$ cat config.mk
export PLATFORM = sky130hd
export DESIGN_NAME = spi_bus_scheduler_flat
export DESIGN_NICKNAME = d
export VERILOG_FILES = /design/src/rtl/spi_bus_scheduler_if.sv /design/src/rtl/spi_bus_scheduler.sv /design/src/flat_wrapper.sv
export SDC_FILE = /design/constraint.sdc
export NUM_CORES = 1
export LEC_CHECK = 0
export ABC_CLOCK_PERIOD_IN_PS = 3600
export BUFFER_PORTS_ARGS = -buffer_cell sky130_fd_sc_hd__buf_2
export CORE_MARGIN = 5
export CORE_UTILIZATION = 45
export DETAILED_ROUTE_END_ITERATION = 16
export PLACE_DENSITY = 0.76
export SKIP_CTS_REPAIR_TIMING = 1
export SLEW_MARGIN = 5
export SYNTH_ARGS = -nofsm -noshare
export SYNTH_HDL_FRONTEND = slang
export SYNTH_SLANG_ARGS = --single-unit
$ cat constraint.sdc
create_clock -name clk_clk -period 3.6 [get_ports clk_clk]
set_input_delay 0.72 -clock clk_clk [delete_from_list [all_inputs] [get_ports clk_clk]]
set_output_delay 0.72 -clock clk_clk [all_outputs]
set_load 0.05 [all_outputs]
$ cat src/rtl/spi_bus_scheduler_if.sv
// Requester handshake and SPI pin bundle shared between spi_bus_scheduler and its users.
// The master modport is the scheduler's view; the slave modport is the requester/board view.
interface spi_bus_scheduler_if #(
    parameter int N_REQ    = 4,
    parameter int DATA_W   = 16,
    parameter int NUM_SS   = 12,
    parameter int SS_IDX_W = 4
);
    localparam int GID_W = (N_REQ > 1) ? $clog2(N_REQ) : 1;

    logic [N_REQ-1:0]          req_valid;
    logic [N_REQ-1:0]          req_ready;
    logic [N_REQ*SS_IDX_W-1:0] req_ss;
    logic [N_REQ*DATA_W-1:0]   req_wdata;
    logic [N_REQ-1:0]          rsp_valid;
    logic                      rsp_err;
    logic [DATA_W-1:0]         rsp_rdata;
    logic                      busy;
    logic [GID_W-1:0]          grant_id;
    logic                      spi_MISO;
    logic                      spi_MOSI;
    logic                      spi_SCLK;
    logic [NUM_SS-1:0]         spi_SS_n;

    modport master (
        input  req_valid, req_ss, req_wdata, spi_MISO,
        output req_ready, rsp_valid, rsp_err, rsp_rdata, busy, grant_id,
               spi_MOSI, spi_SCLK, spi_SS_n
    );

    modport slave (
        output req_valid, req_ss, req_wdata, spi_MISO,
        input  req_ready, rsp_valid, rsp_err, rsp_rdata, busy, grant_id,
               spi_MOSI, spi_SCLK, spi_SS_n
    );
endinterface

$ cat src/rtl/spi_bus_scheduler.sv
// Round-robin scheduler sharing one mode-0 SPI master between N_REQ requesters.
// Each grant runs one DATA_W-bit frame and returns the received word to its owner.
module spi_bus_scheduler #(
    parameter int N_REQ    = 4,
    parameter int DATA_W   = 16,
    parameter int NUM_SS   = 12,
    parameter int SS_IDX_W = 4,
    parameter int CLK_DIV  = 4,
    parameter int CS_SETUP = 2
) (
    input  logic                clk_clk,
    input  logic                reset_reset_n,
    spi_bus_scheduler_if.master bus
);
    localparam int GID_W = (N_REQ > 1) ? $clog2(N_REQ) : 1;
    localparam int CNT_W = $clog2(2 * CLK_DIV + CS_SETUP) + 1;
    localparam int BIT_W = $clog2(DATA_W) + 1;

    typedef enum logic [2:0] {IDLE, SETUP, SHIFT, HOLD, DONE} state_t;

    state_t              state_q, state_d;
    logic [CNT_W-1:0]    cnt_q, cnt_d;
    logic [BIT_W-1:0]    bit_q, bit_d;
    logic [DATA_W-1:0]   tx_q, tx_d;
    logic [DATA_W-1:0]   rx_q, rx_d;
    logic [SS_IDX_W-1:0] ss_q, ss_d;
    logic [GID_W-1:0]    grant_id_q, grant_id_d;
    logic [GID_W-1:0]    ptr_q, ptr_d;
    logic [DATA_W-1:0]   rsp_rdata_q, rsp_rdata_d;
    logic                rsp_err_q, rsp_err_d;
    logic [N_REQ-1:0]    rsp_valid_q, rsp_valid_d;
    logic [NUM_SS-1:0]   ss_n_q, ss_n_d;
    logic                sclk_q, sclk_d;
    logic                mosi_q, mosi_d;

    logic                grant_any;
    logic [GID_W-1:0]    gidx;
    logic [SS_IDX_W-1:0] sel_ss;
    logic [DATA_W-1:0]   sel_wdata;
    logic                ss_ok;
    logic                setup_end, shift_last, rise_cyc, last_high, last_bit, active_d;

    // Search starts at the requester after the last grant so every requester is served in turn.
    always_comb begin : arbiter
        logic [GID_W-1:0] cand;
        cand      = '0;
        grant_any = 1'b0;
        gidx      = '0;
        if (state_q == IDLE) begin
            for (int i = 0; i < N_REQ; i++) begin
                cand = GID_W'((int'(ptr_q) + i) % N_REQ);
                if (!grant_any && bus.req_valid[cand]) begin
                    grant_any = 1'b1;
                    gidx      = cand;
                end
            end
        end
    end

    assign sel_ss     = bus.req_ss[gidx*SS_IDX_W +: SS_IDX_W];
    assign sel_wdata  = bus.req_wdata[gidx*DATA_W +: DATA_W];
    assign ss_ok      = int'(sel_ss) < NUM_SS;
    assign setup_end  = cnt_q == CNT_W'(CS_SETUP - 1);
    assign shift_last = cnt_q == CNT_W'(2 * CLK_DIV - 1);
    assign rise_cyc   = cnt_q == '0;
    assign last_high  = cnt_q == CNT_W'(CLK_DIV - 1);
    assign last_bit   = bit_q == BIT_W'(DATA_W - 1);

    always_ff @(posedge clk_clk or negedge reset_reset_n) begin
        if (!reset_reset_n) begin
            state_q     <= IDLE;
            cnt_q       <= '0;
            bit_q       <= '0;
            tx_q        <= '0;
            rx_q        <= '0;
            ss_q        <= '0;
            grant_id_q  <= '0;
            ptr_q       <= '0;
            rsp_rdata_q <= '0;
            rsp_err_q   <= 1'b0;
            rsp_valid_q <= '0;
            ss_n_q      <= '1;
            sclk_q      <= 1'b0;
            mosi_q      <= 1'b0;
        end else begin
            state_q     <= state_d;
            cnt_q       <= cnt_d;
            bit_q       <= bit_d;
            tx_q        <= tx_d;
            rx_q        <= rx_d;
            ss_q        <= ss_d;
            grant_id_q  <= grant_id_d;
            ptr_q       <= ptr_d;
            rsp_rdata_q <= rsp_rdata_d;
            rsp_err_q   <= rsp_err_d;
            rsp_valid_q <= rsp_valid_d;
            ss_n_q      <= ss_n_d;
            sclk_q      <= sclk_d;
            mosi_q      <= mosi_d;
        end
    end

    always_comb begin
        state_d = state_q;
        case (state_q)
            IDLE:    if (grant_any) state_d = ss_ok ? SETUP : DONE;
            SETUP:   if (setup_end) state_d = SHIFT;
            SHIFT:   if (shift_last && last_bit) state_d = HOLD;
            HOLD:    if (setup_end) state_d = DONE;
            DONE:    state_d = IDLE;
            default: state_d = IDLE;
        endcase
    end

    // cnt_q times SETUP/HOLD and the 2*CLK_DIV cycles of each bit; bit_q counts finished bits.
    always_comb begin
        cnt_d       = '0;
        bit_d       = bit_q;
        tx_d        = tx_q;
        rx_d        = rx_q;
        ss_d        = ss_q;
        grant_id_d  = grant_id_q;
        ptr_d       = ptr_q;
        rsp_rdata_d = rsp_rdata_q;
        rsp_err_d   = rsp_err_q;
        case (state_q)
            IDLE: begin
                if (grant_any) begin
                    ss_d       = sel_ss;
                    tx_d       = sel_wdata;
                    rx_d       = '0;
                    bit_d      = '0;
                    grant_id_d = gidx;
                    ptr_d      = (gidx == GID_W'(N_REQ - 1)) ? '0 : gidx + 1'b1;
                    if (!ss_ok) begin
                        rsp_rdata_d = '0;
                        rsp_err_d   = 1'b1;
                    end
                end
            end
            SETUP: cnt_d = setup_end ? '0 : cnt_q + 1'b1;
            SHIFT: begin
                cnt_d = shift_last ? '0 : cnt_q + 1'b1;
                if (rise_cyc) rx_d = {rx_q[DATA_W-2:0], bus.spi_MISO};
                if (last_high && !last_bit) tx_d = {tx_q[DATA_W-2:0], 1'b0};
                if (shift_last) bit_d = bit_q + 1'b1;
            end
            HOLD: begin
                cnt_d = setup_end ? '0 : cnt_q + 1'b1;
                if (setup_end) begin
                    rsp_rdata_d = rx_q;
                    rsp_err_d   = 1'b0;
                end
            end
            default: cnt_d = '0;
        endcase
    end

    // Pins are decoded from next-state values so they leave flops glitch-free with no added latency.
    always_comb begin
        active_d    = state_d inside {SETUP, SHIFT, HOLD};
        ss_n_d      = '1;
        for (int j = 0; j < NUM_SS; j++) begin
            if (active_d && int'(ss_d) == j) ss_n_d[j] = 1'b0;
        end
        sclk_d      = (state_d == SHIFT) && (cnt_d < CNT_W'(CLK_DIV));
        mosi_d      = active_d & tx_d[DATA_W-1];
        rsp_valid_d = (state_d == DONE) ? (N_REQ'(1) << grant_id_d) : '0;
    end

    assign bus.req_ready = grant_any ? (N_REQ'(1) << gidx) : '0;
    assign bus.busy      = (state_q != IDLE) || grant_any;
    assign bus.rsp_valid = rsp_valid_q;
    assign bus.rsp_err   = rsp_err_q;
    assign bus.rsp_rdata = rsp_rdata_q;
    assign bus.grant_id  = grant_id_q;
    assign bus.spi_SS_n  = ss_n_q;
    assign bus.spi_SCLK  = sclk_q;
    assign bus.spi_MOSI  = mosi_q;
endmodule
$ cat src/flat_wrapper.sv
// flat-port wrapper written by rule: the top's interface ports become plain ports
module spi_bus_scheduler_flat 
#(
    parameter int N_REQ    = 4,
    parameter int DATA_W   = 16,
    parameter int NUM_SS   = 12,
    parameter int SS_IDX_W = 4,
    parameter int CLK_DIV  = 4,
    parameter int CS_SETUP = 2
)
  (clk_clk, reset_reset_n, bus_req_valid, bus_req_ss, bus_req_wdata, bus_spi_MISO, bus_req_ready, bus_rsp_valid, bus_rsp_err, bus_rsp_rdata, bus_busy, bus_grant_id, bus_spi_MOSI, bus_spi_SCLK, bus_spi_SS_n);
  spi_bus_scheduler_if #(.N_REQ(N_REQ), .DATA_W(DATA_W), .NUM_SS(NUM_SS), .SS_IDX_W(SS_IDX_W)) bus_i ();
  input  logic clk_clk;
  input  logic reset_reset_n;
  input wire logic [$bits(bus_i.req_valid)-1:0] bus_req_valid;
  input wire logic [$bits(bus_i.req_ss)-1:0] bus_req_ss;
  input wire logic [$bits(bus_i.req_wdata)-1:0] bus_req_wdata;
  input wire logic [$bits(bus_i.spi_MISO)-1:0] bus_spi_MISO;
  output wire logic [$bits(bus_i.req_ready)-1:0] bus_req_ready;
  output wire logic [$bits(bus_i.rsp_valid)-1:0] bus_rsp_valid;
  output wire logic [$bits(bus_i.rsp_err)-1:0] bus_rsp_err;
  output wire logic [$bits(bus_i.rsp_rdata)-1:0] bus_rsp_rdata;
  output wire logic [$bits(bus_i.busy)-1:0] bus_busy;
  output wire logic [$bits(bus_i.grant_id)-1:0] bus_grant_id;
  output wire logic [$bits(bus_i.spi_MOSI)-1:0] bus_spi_MOSI;
  output wire logic [$bits(bus_i.spi_SCLK)-1:0] bus_spi_SCLK;
  output wire logic [$bits(bus_i.spi_SS_n)-1:0] bus_spi_SS_n;
  assign bus_i.req_valid = bus_req_valid;
  assign bus_i.req_ss = bus_req_ss;
  assign bus_i.req_wdata = bus_req_wdata;
  assign bus_i.spi_MISO = bus_spi_MISO;
  assign bus_req_ready = bus_i.req_ready;
  assign bus_rsp_valid = bus_i.rsp_valid;
  assign bus_rsp_err = bus_i.rsp_err;
  assign bus_rsp_rdata = bus_i.rsp_rdata;
  assign bus_busy = bus_i.busy;
  assign bus_grant_id = bus_i.grant_id;
  assign bus_spi_MOSI = bus_i.spi_MOSI;
  assign bus_spi_SCLK = bus_i.spi_SCLK;
  assign bus_spi_SS_n = bus_i.spi_SS_n;
  spi_bus_scheduler #(.N_REQ(N_REQ), .DATA_W(DATA_W), .NUM_SS(NUM_SS), .SS_IDX_W(SS_IDX_W), .CLK_DIV(CLK_DIV), .CS_SETUP(CS_SETUP)) u_core (.clk_clk(clk_clk), .reset_reset_n(reset_reset_n), .bus(bus_i));
endmodule
Word-level counts from Yosys, hierarchy flattened

Cells that the tools add are included.

Flip-flop bits (word level): 88
Word-level logic and storage cells: 163
Output and inout port bits: 42

Muxes and demuxes: 66
Shift operators: 4
Reduce and logical (&&, ||, !) cells: 36
Bitwise logic cells: 1
Equal/unequal tests: 29
Magnitude comparators: 6
$add $sub $neg: 6

Operator list:

| cell                                                        | number |
|---|---|
| two-way mux 16 bit                                          | 7 |
| one-hot mux 16 bit (2 select lines)                         | 3 |
| indexed part select 64 x 7 -> 16 bit                        | 1 |
| equality test 4 bit (second input constant)                 | 8 |
| two-way mux 1 bit                                           | 27 |
| two-way mux 5 bit                                           | 4 |
| one-hot mux 5 bit (2 select lines)                          | 2 |
| logical AND 1 bit                                           | 18 |
| two-way mux 2 bit                                           | 8 |
| two-way mux 4 bit                                           | 4 |
| indexed part select 16 x 5 -> 4 bit                         | 1 |
| two-way mux 3 bit                                           | 5 |
| equality test 3 x 2 -> 1 bit (second input constant)        | 4 |
| less-than comparator 2 x 3 -> 1 bit (second input constant) | 4 |
| one-hot mux 3 bit (4 select lines)                          | 1 |
| adder 5 x 1 -> 5 bit (second input constant)                | 2 |
| != test 2 x 1 -> 1 bit (second input constant)              | 5 |
| AND reduction 3 bit                                         | 3 |
| binary-select mux 1 bit (select 2 bit)                      | 4 |
| equality test 4 x 3 -> 1 bit (second input constant)        | 2 |
| << shifter 1 x 2 -> 4 bit (first input constant)            | 2 |
| equality test 3 x 1 -> 1 bit (second input constant)        | 2 |
| nonzero test 3 bit                                          | 2 |
| equality test 5 x 1 -> 1 bit (second input constant)        | 1 |
| other kinds (22)                                            | 28 |

Logic depth before layout (Yosys ltp)

Gate-level depths: netlist of run 1.

Depth in word-level cells: 25
Depth in mapped cells: 10

Worst setup path before layout of run 1

Ideal clock, no wire load.

Path type: input port to output port
Start point: input bus_req_valid[0]
End point: output bus_req_ready[2]
Stages: 9
Arrival time: 2552 ps
Setup slack: 328 ps
Cell sequence: or4_4 > buf_6 > nand2_4 > nor3_2 > inv_2 > buf_2 > buf_2 > ha_1 > and3_1

Cells in the longest elaborated chain, start to end: 18

Ends and longest elaborated chain:

| element                                 | line                     | RTL |
|---|---|---|
| start, declared                         | flat_wrapper.sv:15       | `input wire logic [$bits(bus_i.req_valid)-1:0] bus_req_valid;` |
| binary-select mux 1 bit (select 2 bit)  | spi_bus_scheduler.sv:52  | `if (!grant_any && bus.req_valid[cand]) begin` |
| two-way mux 1 bit (not written as such) | spi_bus_scheduler.sv:52  |  |
| two-way mux 1 bit                       | spi_bus_scheduler.sv:52  |  |
| two-way mux 1 bit                       | spi_bus_scheduler.sv:49  | `if (state_q == IDLE) begin` |
| logical NOT 1 bit                       | spi_bus_scheduler.sv:52  |  |
| logical AND 1 bit                       | spi_bus_scheduler.sv:52  |  |
| two-way mux 1 bit                       | spi_bus_scheduler.sv:52  |  |
| two-way mux 1 bit                       | spi_bus_scheduler.sv:49  |  |
| (+2 left out)                           | -                        |  |
| two-way mux 1 bit                       | spi_bus_scheduler.sv:52  |  |
| two-way mux 1 bit                       | spi_bus_scheduler.sv:49  |  |
| logical NOT 1 bit                       | spi_bus_scheduler.sv:52  |  |
| logical AND 1 bit                       | spi_bus_scheduler.sv:52  |  |
| two-way mux 2 bit                       | spi_bus_scheduler.sv:52  |  |
| two-way mux 2 bit                       | spi_bus_scheduler.sv:49  |  |
| << shifter 1 x 2 -> 4 bit               | spi_bus_scheduler.sv:171 | `assign bus.req_ready = grant_any ? (N_REQ'(1) << gidx) : '0;` |
| two-way mux 4 bit (*)                   | spi_bus_scheduler.sv:171 |  |
| end, declared                           | flat_wrapper.sv:19       | `output wire logic [$bits(bus_i.req_ready)-1:0] bus_req_ready;` |

Mark *: on every way between the ends. The rest lies on a longest branch, timed or not. The select of a mux whose other input is x is not followed.

Worst setup path after layout of run 1

Start point: register u_core.state_q[1]
End point: output bus_req_ready[0]

Cells in the longest elaborated chain, start to end: 4

Ends and longest elaborated chain:

| element                   | line                     | RTL |
|---|---|---|
| start, declared           | spi_bus_scheduler.sv:21  | `state_t state_q, state_d;` |
| start signal, assigned    | spi_bus_scheduler.sv:86  | `state_q <= state_d;` |
| logical NOT 3 bit (*)     | spi_bus_scheduler.sv:49  |  |
| two-way mux 2 bit         | spi_bus_scheduler.sv:49  |  |
| << shifter 1 x 2 -> 4 bit | spi_bus_scheduler.sv:171 |  |
| two-way mux 4 bit (*)     | spi_bus_scheduler.sv:171 |  |

Mark *: on every way between the ends. The rest lies on a longest branch, timed or not.

==> results of run 1 <==
final cells by class:
type / instances / area [um2] / share of cell area [%]
Multi-Input combinational cell: 416 / 2300 / 40.9
Sequential cell: 88 / 2220 / 39.4
Timing Repair Buffer: 137 / 711 / 12.6
Tap cell: 136 / 170 / 3.03
Clock buffer: 10 / 128 / 2.27
Clock inverter: 6 / 52.6 / 0.934
Inverter: 11 / 41.3 / 0.734
Antenna cell: 1 / 2.50 / 0.0445
power by group:
| part | internal [uW] | leakage, uW | switching, uW |
|---|---|---|---|
| clock | 261 | 0.0000850 | 372 |
| sequential | 1270 | 0.00114 | 169 |
| combinational | 749 | 0.00146 | 1590 |
layer usage:
layer / part of all wire (%) / GRT usage [%] / vias up
li1: - / - / 2085
met1: 44 / 25.7 / 2035
met2: 48 / 29.4 / 135
met3: 6.0 / 3.91 / 21
met4: 1.9 / 6.89 / 0
met5: 0 / 0 / -
metrics by stage:
stage / std cells / utilization [%] / hold WS, ps / setup WS [ps]
2_1_floorplan: 541 / - / 424 / 328
3_3_place_gp: 788 / 53.2 / 457 / 531
3_5_place_dp: 788 / 53.2 / 477 / 463
4_1_cts: 804 / 54.9 / 497 / 277
5_1_grt: 804 / 54.9 / 532 / 126
6_report: 805 / 55.0 / 494 / 247
final timing paths:
kind,start,to,slack [ps],cells past startpoint
setup / recovery,u_core.state_q[1],bus_req_ready[0],250,6
hold / removal,u_core.bus.rsp_err,u_core.bus.rsp_err,490,1
setup reg to reg,u_core.state_q[1],u_core.bus.spi_SS_n[5],960,7
hold reg to reg,u_core.bus.rsp_err,u_core.bus.rsp_err,490,1
max in group asynchronous,reset_reset_n,u_core.bus.rsp_rdata[3],2350,1
min in group asynchronous,reset_reset_n,u_core.bus.rsp_valid[3],550,1
cells in the mapped netlist (2+ instances only):
| cell | count | share of area, % |
|---|---|---|
| mux2i_1 | 7 | 1.5 |
| nor3_1 | 7 | 0.75 |
| nor2_1 | 20 | 1.6 |
| mux2_4 | 2 | 0.64 |
| inv_2 | 2 | 0.16 |
| nor3_2 | 3 | 0.64 |
| a31oi_1 | 2 | 0.27 |
| a221oi_2 | 2 | 0.64 |
| a21oi_1 | 55 | 5.9 |
| ha_1 | 9 | 2.4 |
| a211oi_1 | 4 | 0.64 |
| nor2b_1 | 2 | 0.27 |
| or3_1 | 16 | 2.1 |
| nand3_1 | 8 | 0.86 |
| o22a_1 | 2 | 0.37 |
| o21ai_0 | 40 | 4.3 |
| and3_1 | 6 | 0.80 |
| or2_2 | 2 | 0.27 |
| buf_2 | 4 | 0.43 |
| nand2_1 | 179 | 14 |
| a21o_1 | 4 | 0.64 |
| and2_1 | 3 | 0.40 |
| nor3_4 | 2 | 0.70 |
| dfstp_2 | 12 | 6.7 |
| and2b_1 | 2 | 0.32 |
| clkbuf_1 | 19 | 1.5 |
| nand2b_1 | 4 | 0.54 |
| xnor2_1 | 2 | 0.37 |
| dfrtp_1 | 76 | 41 |
| inv_1 | 9 | 0.72 |
| xor2_1 | 3 | 0.56 |
cell families (layout without fill, tap and decap cells):
kind of cell               Yosys count  count (layout)  synth area share (%)
xor gates and xnor gates             5               5                 0.937
muxes                               11              11                  2.62
DFF                                 88              88                  47.4
buffers and inverters               37             164                  3.56
other                                0               1                     0
AOI/OAI and AO/OA                  127             127                  17.2
and+or+nand+nor                    264             264                  25.9
adders and majority gates            9               9                  2.41
worst max-delay path, cell delays in order (launching register included):
cell     delay, ps
dfrtp_1        530
or3_4          430
nor3_2         650
inv_2          110
ha_1           210
and3_1         140
buf_2          210
state kept, by name (all words and copies together), names as in the netlist, 3 cells and up:
name / flops
u_core.bit_q: 5
u_core.bus.rsp_rdata: 16
u_core.bus.rsp_valid: 4
u_core.bus.spi_SS_n: 12
u_core.cnt_q: 5
u_core.rx_q: 16
u_core.ss_q: 4
u_core.state_q: 3
u_core.tx_q: 16
==> out/qor.yml, run 1 <==
global_route:
  track_usage_pct: 18.7
  grt_max_degree: 89
  grt_pass1_vias: 4070
  grt_pass1_wl_um: 19500
  grt_overflow: 0
  grt_antenna_before_repair: 0
yosys:
  synth-seq-cells: 88
  postSynthCellCount: 541
  avgSynthCellArea_um2: 8.64
  synth_edf_count: 0
  syn-cell-area_mm2: 0.00467
  synth_nets: 637
  ys.flop_type: "dfrtp_1"
  synth.distinct_cells: 64
  async_reset_ff_share_pct: 100
  yosys_warnings: 0
  synth-seq-area-share_pct: 47.4
die:
  row_count: 37
  core_mm2: 0.0102
  dieWidth_um: 112
  start_util_pct: 45.7
  fp.dieH_um: 112
  io-pin-count: 129
  dieArea_mm2: 0.0125
sta:
  hold_viol_final: 0
  fmax_ghz: 0.298
  timing.final.crit_share_pct: 93.1
  setup_viol_count_final: 0
  fin_skew_ps: 15.9
  post-route-min-period_ps: 3350
  relSlewSlack_pct: 28.0
  tns_ps: 0
  drv_slew: 0
  rsz0062_at_grt: "false"
  tightest_slew_ps: 1080
clock_tree:
  h-tree-depth: 3
  cts_sinks: 88
  numCtsBuffers: 9
  cts_max_path_buffers: 2
  cts.clk_slew.worst_paths_ps: 90
  insertion_delay_ps: 360
  cts_tree: "built"
  root_buffer: "clkbuf_8"
placement:
  place_hpwl_um: 8840
  place_area_mm2: 0.00544
  port-buffer-count: 128
  finalWeightedCongestion: 0.917
cells_and_area:
  area_delta_synth_final_pct: 20.3
  layout_common_cells: "nand2_1, buf_2, dfrtp_1"
  finalNetCount: 759
  drive_gt1_share_pct: 29.0
  final_common_cell: "nand2_1"
  stdcell_area_mm2: 0.00562
  nFillCells: 972
run:
  maxCapViolations: 0
min_path:
  hp-class: "register to register"
power_and_ir_drop:
  powerDensity_mw_per_mm2: 785
  p_leak_uw: 0.00268
  ir_drop_mv: 0.806
  p_total_uw: 4410
critical_path:
  critPathKind: "register to output pin"
  startpoint_type: "register"
  critPathArrivalTime_ps: 2630
  end_kind: "output pin"
  crit_path_max_fanout: 12
  cp.required_ps: 2880
detailed_routing:
  drcViolationCount: 0
  drt-vias-per-instance: 5.31
  drt_iter0_markers: 222
  firstDrtPassIters: 5
  wire_per_inst_um: 14.6
  final_antenna_net_count: 0
  dr_total_vias: 4276
  drt-total-wl_um: 11800
status:
  status: "finished clean"
Note: power is estimated with default switching activity, not from simulation.
==> run 2: changes to the inputs <==
==> constraint.sdc (replaced) <==
create_clock -name clk_clk -period 3.6 [get_ports clk_clk]
set_input_delay 0.18 -clock clk_clk [delete_from_list [all_inputs] [get_ports clk_clk]]
set_output_delay 0.18 -clock clk_clk [all_outputs]
set_load 0.02 [all_outputs]
==> run 2 against run 1 <==
Against the previous run:
- sequential share of layout area up 0.16 points
- non-clock buffer count fell by 5
- die area did not move
- final cell count fell by 0.62%
- final area is 0.40% lower
- clock skew is 2.5 ps lower
- first-iteration DRC count up 11%
- worst hold slack worse by 470 ps
- sequential power hardly changed
- combinational power is 13% lower
- critical path type unchanged
- largest power group unchanged
==> out/qor.yml, run 2 (synthesis gave the netlist of run 1 again) <==
status:
  status: "finished clean"
cells_and_area:
  nFillCells: 934
  layout_common_cells: "nand2_1, buf_2, dfrtp_1"
  finalNonFillerCells: 800
  finalNetCount: 754
  multi_input_comb_area_mm2: 0.00230
  final_common_cell: "nand2_1"
  fin_util_pct: 54.8
  seq_area_mm2: 0.00222
  area_delta_synth_final_pct: 19.9
  drive_gt1_share_pct: 28.5
die:
  fp.dieH_um: 112
  dieArea_mm2: 0.0125
  core_mm2: 0.0102
  dieWidth_um: 112
  row_count: 37
  io-pin-count: 129
  start_util_pct: 45.7
sta:
  fin_skew_ps: 13.4
  hold_viol_final: 0
  post-route-min-period_ps: 2970
  drv_slew: 0
  setup_viol_count_final: 0
  fin_hold_ws_ps: 27.5
  relSlewSlack_pct: 23.3
  tightest_slew_ps: 1150
  fmax_ghz: 0.337
  timing.final.crit_share_pct: 82.4
  tns_ps: 0
  rsz0062_at_grt: "false"
clock_tree:
  cts.clk_slew.worst_paths_ps: 80
  numCtsBuffers: 9
  cts_sinks: 88
  cts_tree: "built"
  insertion_delay_ps: 360
  root_buffer: "clkbuf_8"
  cts_max_path_buffers: 2
  h-tree-depth: 3
power_and_ir_drop:
  switchingPower_uw: 1850
  p_total_uw: 4160
  comb_power_share_pct: 48.9
  ir_drop_mv: 0.366
  p_sw_share_pct: 44.5
  seqPwrFrac_pct: 34.8
  powerDensity_mw_per_mm2: 742
  power.internal_uw: 2310
  p_leak_uw: 0.00267
  power.share.clock_pct: 16.4
critical_path:
  cp-startpoint: "u_core.state_q[2]"
  ff2ff_path_depth: 7
  critPathKind: "register to output pin"
  crit_chain: "nor3_4 -> nand2_4 -> nor3_4 -> buf_4 -> ha_1 -> and3_1 -> buf_2"
  cp_slowest_stage_delay_ps: 500
  critPathBufInv: 2
  reg2reg_slack_ps: 960
  r2r_end: "u_core.bus.spi_SS_n[9]"
  cp.required_ps: 3420
  r2r_start: "u_core.state_q[1]"
  startpoint_type: "register"
  critPathArrivalTime_ps: 2790
  cpMostUsedCell: "nor3_4"
  cp_top_family: "simple AND/OR/NAND/NOR gates"
  crit_slowest_cell: "dfrtp_1"
  end_kind: "output pin"
  crit_path_max_fanout: 34
global_route:
  grt_pass1_wl_um: 18800
  grt_pass1_vias: 3949
  grt_max_degree: 89
  grt_overflow: 0
  grt_antenna_before_repair: 1
  track_usage_pct: 18.0
placement:
  place_hpwl_um: 8440
  dp_cells: 783
  port-buffer-count: 128
  finalWeightedCongestion: 0.843
detailed_routing:
  firstDrtPassIters: 5
  final_antenna_net_count: 0
  wire_per_inst_um: 14.4
  drt-vias-per-instance: 5.25
  drcViolationCount: 0
  drt-total-wl_um: 11500
  drt_iter0_markers: 246
  dr_total_vias: 4202
min_path:
  hp-class: "input pin to asynchronous set/reset pin"
run:
  maxCapViolations: 0
==> run 2: power by group through the flow <==
stage | combinational, uW | sequential [uW] | clock (uW)
finish | 2030 | 1450 | 681
global route | 2260 | 1480 | 747
CTS | 2040 | 1440 | 700
detailed placement | 2040 | 1460 | 0
global placement | 1990 | 1450 | 0
floorplan | 1480 | 1530 | 0
==> run 2: final cells by class <==
type | instances | area share [%]
clock inverters | 6 | 1.21
flip-flops and latches | 88 | 39.6
diodes | 1 | 0.0447
repair buffers | 132 | 12.0
clock buffers | 10 | 2.28
multi-input cells | 416 | 41.1
inverters | 11 | 0.737
well taps | 136 | 3.04
==> run 2: layer usage <==
metal	vias to the layer above	global-route usage (%)	part of all wire, %
met3	17	3.75	5.8
li1	2075	-	-
met5	-	0	0
met4	0	6.00	1.8
met2	104	28.7	49
met1	2006	24.4	44
==> run 2: worst max-delay path by stage <==
| stage | to | slack [ps] | cells after the start |
|---|---|---|---|
| after floorplan | bus_req_ready[1] | 1290 | 7 |
| after global placement | bus_req_ready[3] | 1090 | 7 |
| after detailed placement | u_core.bus.spi_SS_n[11] | 970 | 7 |
| after CTS | bus_req_ready[3] | 630 | 7 |
| after global routing | bus_req_ready[3] | 410 | 7 |
| final | bus_req_ready[3] | 630 | 7 |
==> run 2: metrics by stage <==
| step | setup slack, ps | instance area, um2 |
|---|---|---|
| global route | 413 | 5600 |
| finish | 635 | 5600 |
| CTS | 631 | 5600 |
| global placement | 1090 | 5400 |
| detailed placement | 974 | 5400 |
| floorplan | 1290 | 4670 |
==> run 3: changes to the inputs <==
Settings changed: ABC_CLOCK_PERIOD_IN_PS 3600 to 2500, PLACE_DENSITY 0.76 to 0.79.
Clock period 3.6 ns to 2.5 ns, I/O delays scaled along.
==> run 3 against run 2 <==
Against the previous run:
- the flow now finishes with violations (hold timing)
- worst hold slack got worse by 93 ps
- sequential power is 42% higher
- die area did not move
- largest cell class unchanged
==> out/qor.yml, run 3 (synthesis gave the netlist of run 1 again) <==
cells_and_area:
  seq_area_mm2: 0.00222
  antenna_cells: 0
  finalNetCount: 781
  stdcell_area_mm2: 0.00591
  final_common_cell: "nand2_1"
  nFillCells: 883
  drive_gt1_share_pct: 31.7
  area_delta_synth_final_pct: 26.4
  layout_common_cells: "nand2_1, buf_2, dfrtp_1"
  multi_input_comb_area_mm2: 0.00234
status:
  violations: "hold timing"
  status: "finished with violations"
placement:
  place_area_mm2: 0.00549
  finalWeightedCongestion: 0.955
  port-buffer-count: 128
  place_hpwl_um: 8970
clock_tree:
  h-tree-depth: 3
  cts_max_path_buffers: 2
  cts_sinks: 88
  cts_tree: "built"
  insertion_delay_ps: 370
  cts.clk_slew.worst_paths_ps: 90
  root_buffer: "clkbuf_8"
  numCtsBuffers: 9
critical_path:
  crit_path_max_fanout: 17
  cp.required_ps: 2380
  startpoint_type: "register"
  end_kind: "output pin"
  critPathArrivalTime_ps: 2320
  critPathKind: "register to output pin"
power_and_ir_drop:
  switchingPower_uw: 2900
  p_sw_share_pct: 44.4
  power.internal_uw: 3640
  p_leak_uw: 0.00282
  seqPwrFrac_pct: 31.5
  powerDensity_mw_per_mm2: 1110
  ir_drop_mv: 0.663
  power.share.clock_pct: 16.3
  comb_power_share_pct: 52.1
global_route:
  grt_pass1_wl_um: 19500
  grt_max_degree: 89
  grt_antenna_before_repair: 0
  track_usage_pct: 18.9
  grt_pass1_vias: 4079
  grt_overflow: 0
die:
  dieArea_mm2: 0.0125
  io-pin-count: 129
  core_mm2: 0.0102
  start_util_pct: 45.7
  dieWidth_um: 112
  fp.dieH_um: 112
  row_count: 37
sta:
  hold_viol_final: 47
  drv_slew: 0
  relSlewSlack_pct: 27.0
  timing.final.crit_share_pct: 97.9
  setup_viol_count_final: 0
  fin_skew_ps: 9.21
  fin_hold_ws_ps: -65.5
  rsz0062_at_grt: "true"
  tns_ps: 0
  fmax_ghz: 0.409
  tightest_slew_ps: 1100
  post-route-min-period_ps: 2450
detailed_routing:
  drt-total-wl_um: 12800
  drcViolationCount: 0
  dr_total_vias: 4434
  drt_iter0_markers: 376
  wire_per_inst_um: 15.5
  firstDrtPassIters: 6
  final_antenna_net_count: 0
  drt-vias-per-instance: 5.37
min_path:
  hp-class: "input pin to asynchronous set/reset pin"
run:
  maxCapViolations: 0
-- run 3: cell types whose count changed in the layout (fill, tap and decap cells not counted), moves of 2 or more --
| cell | previous run | this run |
|---|---|---|
| buf_12 | 0 | 2 |
| buf_2 | 127 | 125 |
| buf_4 | 5 | 28 |
| inv_8 | 0 | 2 |
-- run 3: stage by stage --
stage	util, %	setup WS (ps)	instances	total power [uW]
after floorplan	-	194	541	4330
after global placement	53.7	251	795	5050
after detailed placement	53.7	129	795	5160
after CTS	55.8	-88.1	811	6240
after global routing	57.7	-91.4	826	7000
final	57.7	53.3	826	6540
-- run 3: cell type report --
class	count	share of cell area (%)
timing repair buffer	158	15.6
tap	136	2.88
clock buffer	9	2.10
sequential	88	37.5
timing repair inverter	1	0.0847
multi-input combinational	416	39.5
inverter	11	0.784
clock inverter	7	1.46
-- run 3: power by group through the flow --
stage          combinational [uW]  sequential (uW)  clock [uW]
6_report                     3410             2060        1070
5_1_grt                      3760             2110        1140
4_1_cts                      3090             2060        1090
3_5_place_dp                 3080             2080           0
3_3_place_gp                 2990             2060           0
2_1_floorplan                2130             2200           0
-- run 3: path summary, 6_finish.rpt --
| kind | start | endpoint | slack (ps) | cells after the start |
|---|---|---|---|---|
| setup / recovery | u_core.ptr_q[1] | bus_req_ready[3] | 50 | 8 |
| hold / removal | reset_reset_n | u_core.bus.rsp_rdata[11] | -70 | 1 |
| setup reg to reg | u_core.ptr_q[1] | u_core.tx_q[7] | 140 | 10 |
| hold reg to reg | u_core.rx_q[15] | u_core.rx_q[15] | 500 | 2 |
| max in group asynchronous | reset_reset_n | u_core.ptr_q[1] | 1760 | 1 |
| min in group clk_clk | bus_req_wdata[48] | u_core.tx_q[0] | 60 | 3 |
-- run 3: layer usage --
metal	GRT usage, %	up-vias	wire length [um]
met2	29.5	172	6090
met1	25.3	2132	5510
met3	6.36	13	1010
met4	4.79	0	182
li1	-	2117	-
met5	0	-	0
-- run 3: critical path: stages, from the launching register on --
cell and delay (ps):
dfrtp_2 430, mux2i_2 270, o22ai_2 140, buf_6 160, nor3_4 280, buf_12 210, ha_1 140, and3_1 170
buf_4 150
